File: config.mk
export PLATFORM = sky130hd
export DESIGN_NAME = uart_tx_fifo
export DESIGN_NICKNAME = d
export VERILOG_FILES = /design/src/rtl/uart_tx_fifo.sv
export SDC_FILE = /design/constraint.sdc
export NUM_CORES = 1
export LEC_CHECK = 0
export CORE_UTILIZATION = 40
export CTS_CLUSTER_DIAMETER = 80
export DETAILED_ROUTE_END_ITERATION = 7
export HOLD_SLACK_MARGIN = 0.03
export PLACE_DENSITY = 0.56
export SLEW_MARGIN = 20
export SYNTH_ARGS = -nofsm -noshare
export SYNTH_HDL_FRONTEND = slang
export SYNTH_SLANG_ARGS = --single-unit
export TNS_END_PERCENT = 30
File: constraint.sdc
create_clock -name clk -period 3.3 [get_ports clk]
set_clock_uncertainty 0.1 [all_clocks]
set_input_delay 0.66 -clock clk [delete_from_list [all_inputs] [get_ports clk]]
set_output_delay 0.66 -clock clk [all_outputs]
set_load 0.03 [all_outputs]
File: src/rtl/uart_tx_fifo.sv
// uart_tx_fifo: circular byte queue that feeds uart_tx one byte at a time.
// Ports: clk/rst_n; wr_en/wr_data push side; flush clears queued bytes;
//   full/empty/level/overflow status; uart_tx_send/data/done/busy link.
module uart_tx_fifo #(
  parameter int DEPTH  = 16,
  parameter int ADDR_W = 4
) (
  input  logic              clk,
  input  logic              rst_n,
  input  logic              wr_en,
  input  logic [7:0]        wr_data,
  input  logic              flush,
  output logic              full,
  output logic              empty,
  output logic [ADDR_W:0]   level,
  output logic              overflow,
  output logic              uart_tx_send,
  output logic [7:0]        uart_tx_data,
  input  logic              uart_tx_done,
  input  logic              uart_tx_busy
);

  localparam logic [1:0] S_IDLE = 2'd0;
  localparam logic [1:0] S_SEND = 2'd1;
  localparam logic [1:0] S_WAIT = 2'd2;

  localparam logic [ADDR_W:0]   FULL_CNT = (ADDR_W+1)'(DEPTH);
  localparam logic [ADDR_W:0]   CNT_ONE  = 1;
  localparam logic [ADDR_W-1:0] PTR_ONE  = 1;

  logic [7:0]        r_mem [DEPTH];
  logic [ADDR_W-1:0] r_wr_ptr;
  logic [ADDR_W-1:0] r_rd_ptr;
  logic [ADDR_W:0]   r_count;
  logic [1:0]        r_state;
  logic              r_overflow;
  logic              r_send;
  logic [7:0]        r_data;

  logic w_full;
  logic w_empty;
  logic w_push;
  logic w_pop;

  assign w_full  = (r_count == FULL_CNT);
  assign w_empty = (r_count == '0);

  // Full is judged on the registered count, so a pop in the
  // same cycle never makes room for a write.
  assign w_push = wr_en && !w_full && !flush;
  assign w_pop  = (r_state == S_IDLE) && !w_empty &&
                  !uart_tx_busy && !flush;

  always_ff @(posedge clk) begin
    if (w_push) begin
      r_mem[r_wr_ptr] <= wr_data;
    end
  end

  always_ff @(posedge clk or negedge rst_n) begin
    if (!rst_n) begin
      r_wr_ptr   <= '0;
      r_rd_ptr   <= '0;
      r_count    <= '0;
      r_overflow <= 1'b0;
    end else begin
      r_overflow <= wr_en && w_full && !flush;
      if (flush) begin
        r_wr_ptr <= '0;
        r_rd_ptr <= '0;
        r_count  <= '0;
      end else begin
        if (w_push) begin
          r_wr_ptr <= r_wr_ptr + PTR_ONE;
        end
        if (w_pop) begin
          r_rd_ptr <= r_rd_ptr + PTR_ONE;
        end
        if (w_push && !w_pop) begin
          r_count <= r_count + CNT_ONE;
        end else if (w_pop && !w_push) begin
          r_count <= r_count - CNT_ONE;
        end
      end
    end
  end

  // Flush leaves the sequencer alone so an in-flight byte finishes.
  always_ff @(posedge clk or negedge rst_n) begin
    if (!rst_n) begin
      r_state <= S_IDLE;
      r_send  <= 1'b0;
      r_data  <= 8'h00;
    end else begin
      r_send <= 1'b0;
      case (r_state)
        S_IDLE: begin
          if (w_pop) begin
            r_data  <= r_mem[r_rd_ptr];
            r_send  <= 1'b1;
            r_state <= S_SEND;
          end
        end
        S_SEND: r_state <= S_WAIT;
        S_WAIT: begin
          if (uart_tx_done) begin
            r_state <= S_IDLE;
          end
        end
        default: r_state <= S_IDLE;
      endcase
    end
  end

  assign full         = w_full;
  assign empty        = w_empty;
  assign level        = r_count;
  assign overflow     = r_overflow;
  assign uart_tx_send = r_send;
  assign uart_tx_data = r_data;

endmodule

==> flow_summary.yaml <==
status:
  status: "completed"
placed_design:
  gp_congestion: 0.820
  post-dp-hpwl_mm: 8.04
  io_buffers: 30
  dp_cells: 593
worst_hold_path:
  hold-path-endpoint: "r_state[1]"
  hold_path.class: "flip-flop to flip-flop"
  whs_path_depth: 1
  min_from: "r_state[0]"
power_and_ir_drop:
  switching_share_pct: 28.5
  p_int_w: 0.00416
  clkPwrFrac_pct: 36.4
  seqPwrFrac_pct: 41.6
  power.density_mw_per_mm2: 769
  irDropWorstVdd_mv: 0.583
  p_leak_nw: 2.56
  switchingPower_w: 0.00166
  p_comb_share_pct: 22.0
sta:
  setup_violations: 0
  hold_violations: 0
  max_freq_mhz: 322
  tightest_slew_ns: 0.774
  hold_slack_ns: 0.383
  rsz0062_at_grt: "false"
  slew_violations: 0
  final.period_utilization_pct: 94.1
  min_period_ns: 3.11
  setup_tns_ns: 0
  slew_headroom_pct: 48.4
cells_and_area:
  mostFrequentLayoutCell: "edfxtp_1"
  area_growth_pct: 20.6
  filler_cell_count: 1271
  instances_no_fill: 625
  layout_common_cells: "edfxtp_1, mux4_2, clkdlybuf4s50_1"
  layout.nets: 425
  drive_above_1_share_pct: 24.9
  multiInputGateArea_mm2: 0.00168
  antennaDiodeCount: 0
  seqCellArea_mm2: 0.00447
yosys:
  synthCells: 346
  synth_ff_type: "edfxtp_1"
  ys_types: 41
  synth.ff_latch_count: 153
  ys_seq_area_share_pct: 71.2
  ys_warn_count: 0
  syn_area_mm2: 0.00628
  synth_edf_count: 128
  synthArstFlopShare_pct: 16.3
  avgSynthCellArea_um2: 18.1
  synth_nets: 370
setup_path:
  crit_fanout: 9
  r2r_slack_ns: 0.66
  worst_r2r_endpoint: "level[4]"
  worst_setup_path_start_kind: "flip-flop"
  required_ns: 2.54
  crit_slowest_cell: "clkdlybuf4s50_1"
  max_stage_delay_ns: 0.67
  r2r-start: "level[1]"
  crit_path_end_kind: "primary output"
  worstRegToRegCells: 9
  worstSetupPathType: "flip-flop to primary output"
  cp.arrival_ns: 2.35
  path_cells: "or4_4, nor2_1, clkdlybuf4s50_1"
clock_tree:
  cts_buffer_depth: 2
  cts_tree: "built"
  cts_root_buffer: "clkbuf_16"
  cts_setup_buffers: 0
  worst_skew_pair.late_latency_ns: 0.42
  cts_buffers: 17
  cts.sinks: 153
  cts_hold_buf: 0
  clk_pin_slew_ns: 0.06
  cts_htree_levels: 4
  cts_resized: 0
floorplanning:
  rows: 45
  fp.dieH_um: 127
  ios: 31
  dieArea_mm2: 0.0162
  start_util_pct: 41.1
  core_mm2: 0.0153
  die_width_um: 127
route:
  drtAntennaViolNets: 0
  first_iter_violations: 146
  wl_per_cell_um: 20.2
  routed_wl_mm: 12.6
  routed_via_density: 5.19
  num_vias: 3244
  dr.pass1.iters: 4
  drc: 0
global_routing:
  antenna_found_initial: 0
  grt_max_degree: 34
  grt_use_total_pct: 17.5
  grt_pass1_vias: 3441
  grt_pass1_wl_mm: 20.1
  globalRouteOverflowTotal: 0
job:
  cap_viol_max_count: 0
cell type report:
class	count	area share, %
repair buffers	55	6.45
clock inverters	14	2.91
flip-flops and latches	153	59.0
clock buffers	18	5.67
multi-input cells	168	22.1
inverters	6	0.297
well taps	211	3.49
critical path: cells and delay by family (launching register included):
kind / cells / cell delay [ns]
flops: 1 / 0.48
simple gates: 2 / 0.78
buf+inv: 1 / 0.67
how the worst max path moves through the flow:
stage | from | end
floorplan | level[1] | level[4]
global placement | uart_tx_busy | level[4]
detailed placement | uart_tx_busy | level[4]
CTS | level[1] | empty
global route | level[1] | full
finish | level[1] | empty
power by group through the flow:
stage	sequential [W]	combinational, W	clock [W]
final	0.00242	0.00128	0.00212
after global routing	0.00245	0.00140	0.00224
after CTS	0.00243	0.00129	0.00216
after detailed placement	0.00247	0.00129	0
after global placement	0.00246	0.00127	0
after floorplan	0.00251	0.000815	0
cell families (layout without fill, tap and decap cells):
| group | after synthesis | count (layout) | synth area share [%] |
|---|---|---|---|
| adder cells (fa/ha/maj) | 10 | 10 | 2.11 |
| XOR/XNOR | 7 | 7 | 0.977 |
| multiplexers | 48 | 48 | 14.2 |
| flip-flops | 153 | 153 | 71.2 |
| AND/OR/NAND/NOR | 60 | 60 | 4.65 |
| buffers and inverters | 25 | 93 | 2.07 |
| AO/OA/AOI/OAI | 43 | 43 | 4.76 |
metal layers:
metal / track usage, % / vias up / share of wire (%)
met3: 4.44 / 10 / 4.1
li1: - / 1489 / -
met5: 0 / - / 0
met1: 22.7 / 1674 / 44
met4: 5.46 / 0 / 1.1
met2: 29.1 / 71 / 51
cells in the mapped netlist, types with 2 or more instances:
cell,n,area (um2)
edfxtp_1,128,3840
mux4_2,32,721
dfrtp_1,25,626
nor2_1,24,90.1
o22ai_1,15,93.8
a21oi_1,13,65.1
nand2_1,13,48.8
clkbuf_1,9,33.8
ha_1,9,113
mux2_2,8,90.1
mux2i_1,7,70.1
nor3_1,6,30.0
inv_1,5,18.8
nand2b_1,5,31.3
nand3_1,5,25.0
o211ai_1,4,30.0
xor2_1,4,35.0
buf_1,3,11.3
xnor2_1,3,26.3
and3_1,2,12.5
buf_2,2,10.0
buf_4,2,15.0
buf_6,2,22.5
o211a_1,2,20.0
o21ai_0,2,10.0
stage by stage:
stage	power, W	instance area (um2)	setup WS [ns]	utilization [%]
finish	0.00582	7570	0.195	49.6
CTS	0.00588	7570	0.176	49.6
detailed placement	0.00375	6920	0.360	45.4
global placement	0.00373	6920	0.410	45.4
floorplan	0.00332	6280	0.771	-
global route	0.00609	7570	0.105	49.6
state kept, by name (all words and copies together), names as in the netlist:
register,count
level,5
overflow,1
r_mem,128
r_rd_ptr,4
r_state,2
r_wr_ptr,4
uart_tx_data,8
uart_tx_send,1
Power figures use the tool's default switching activity.
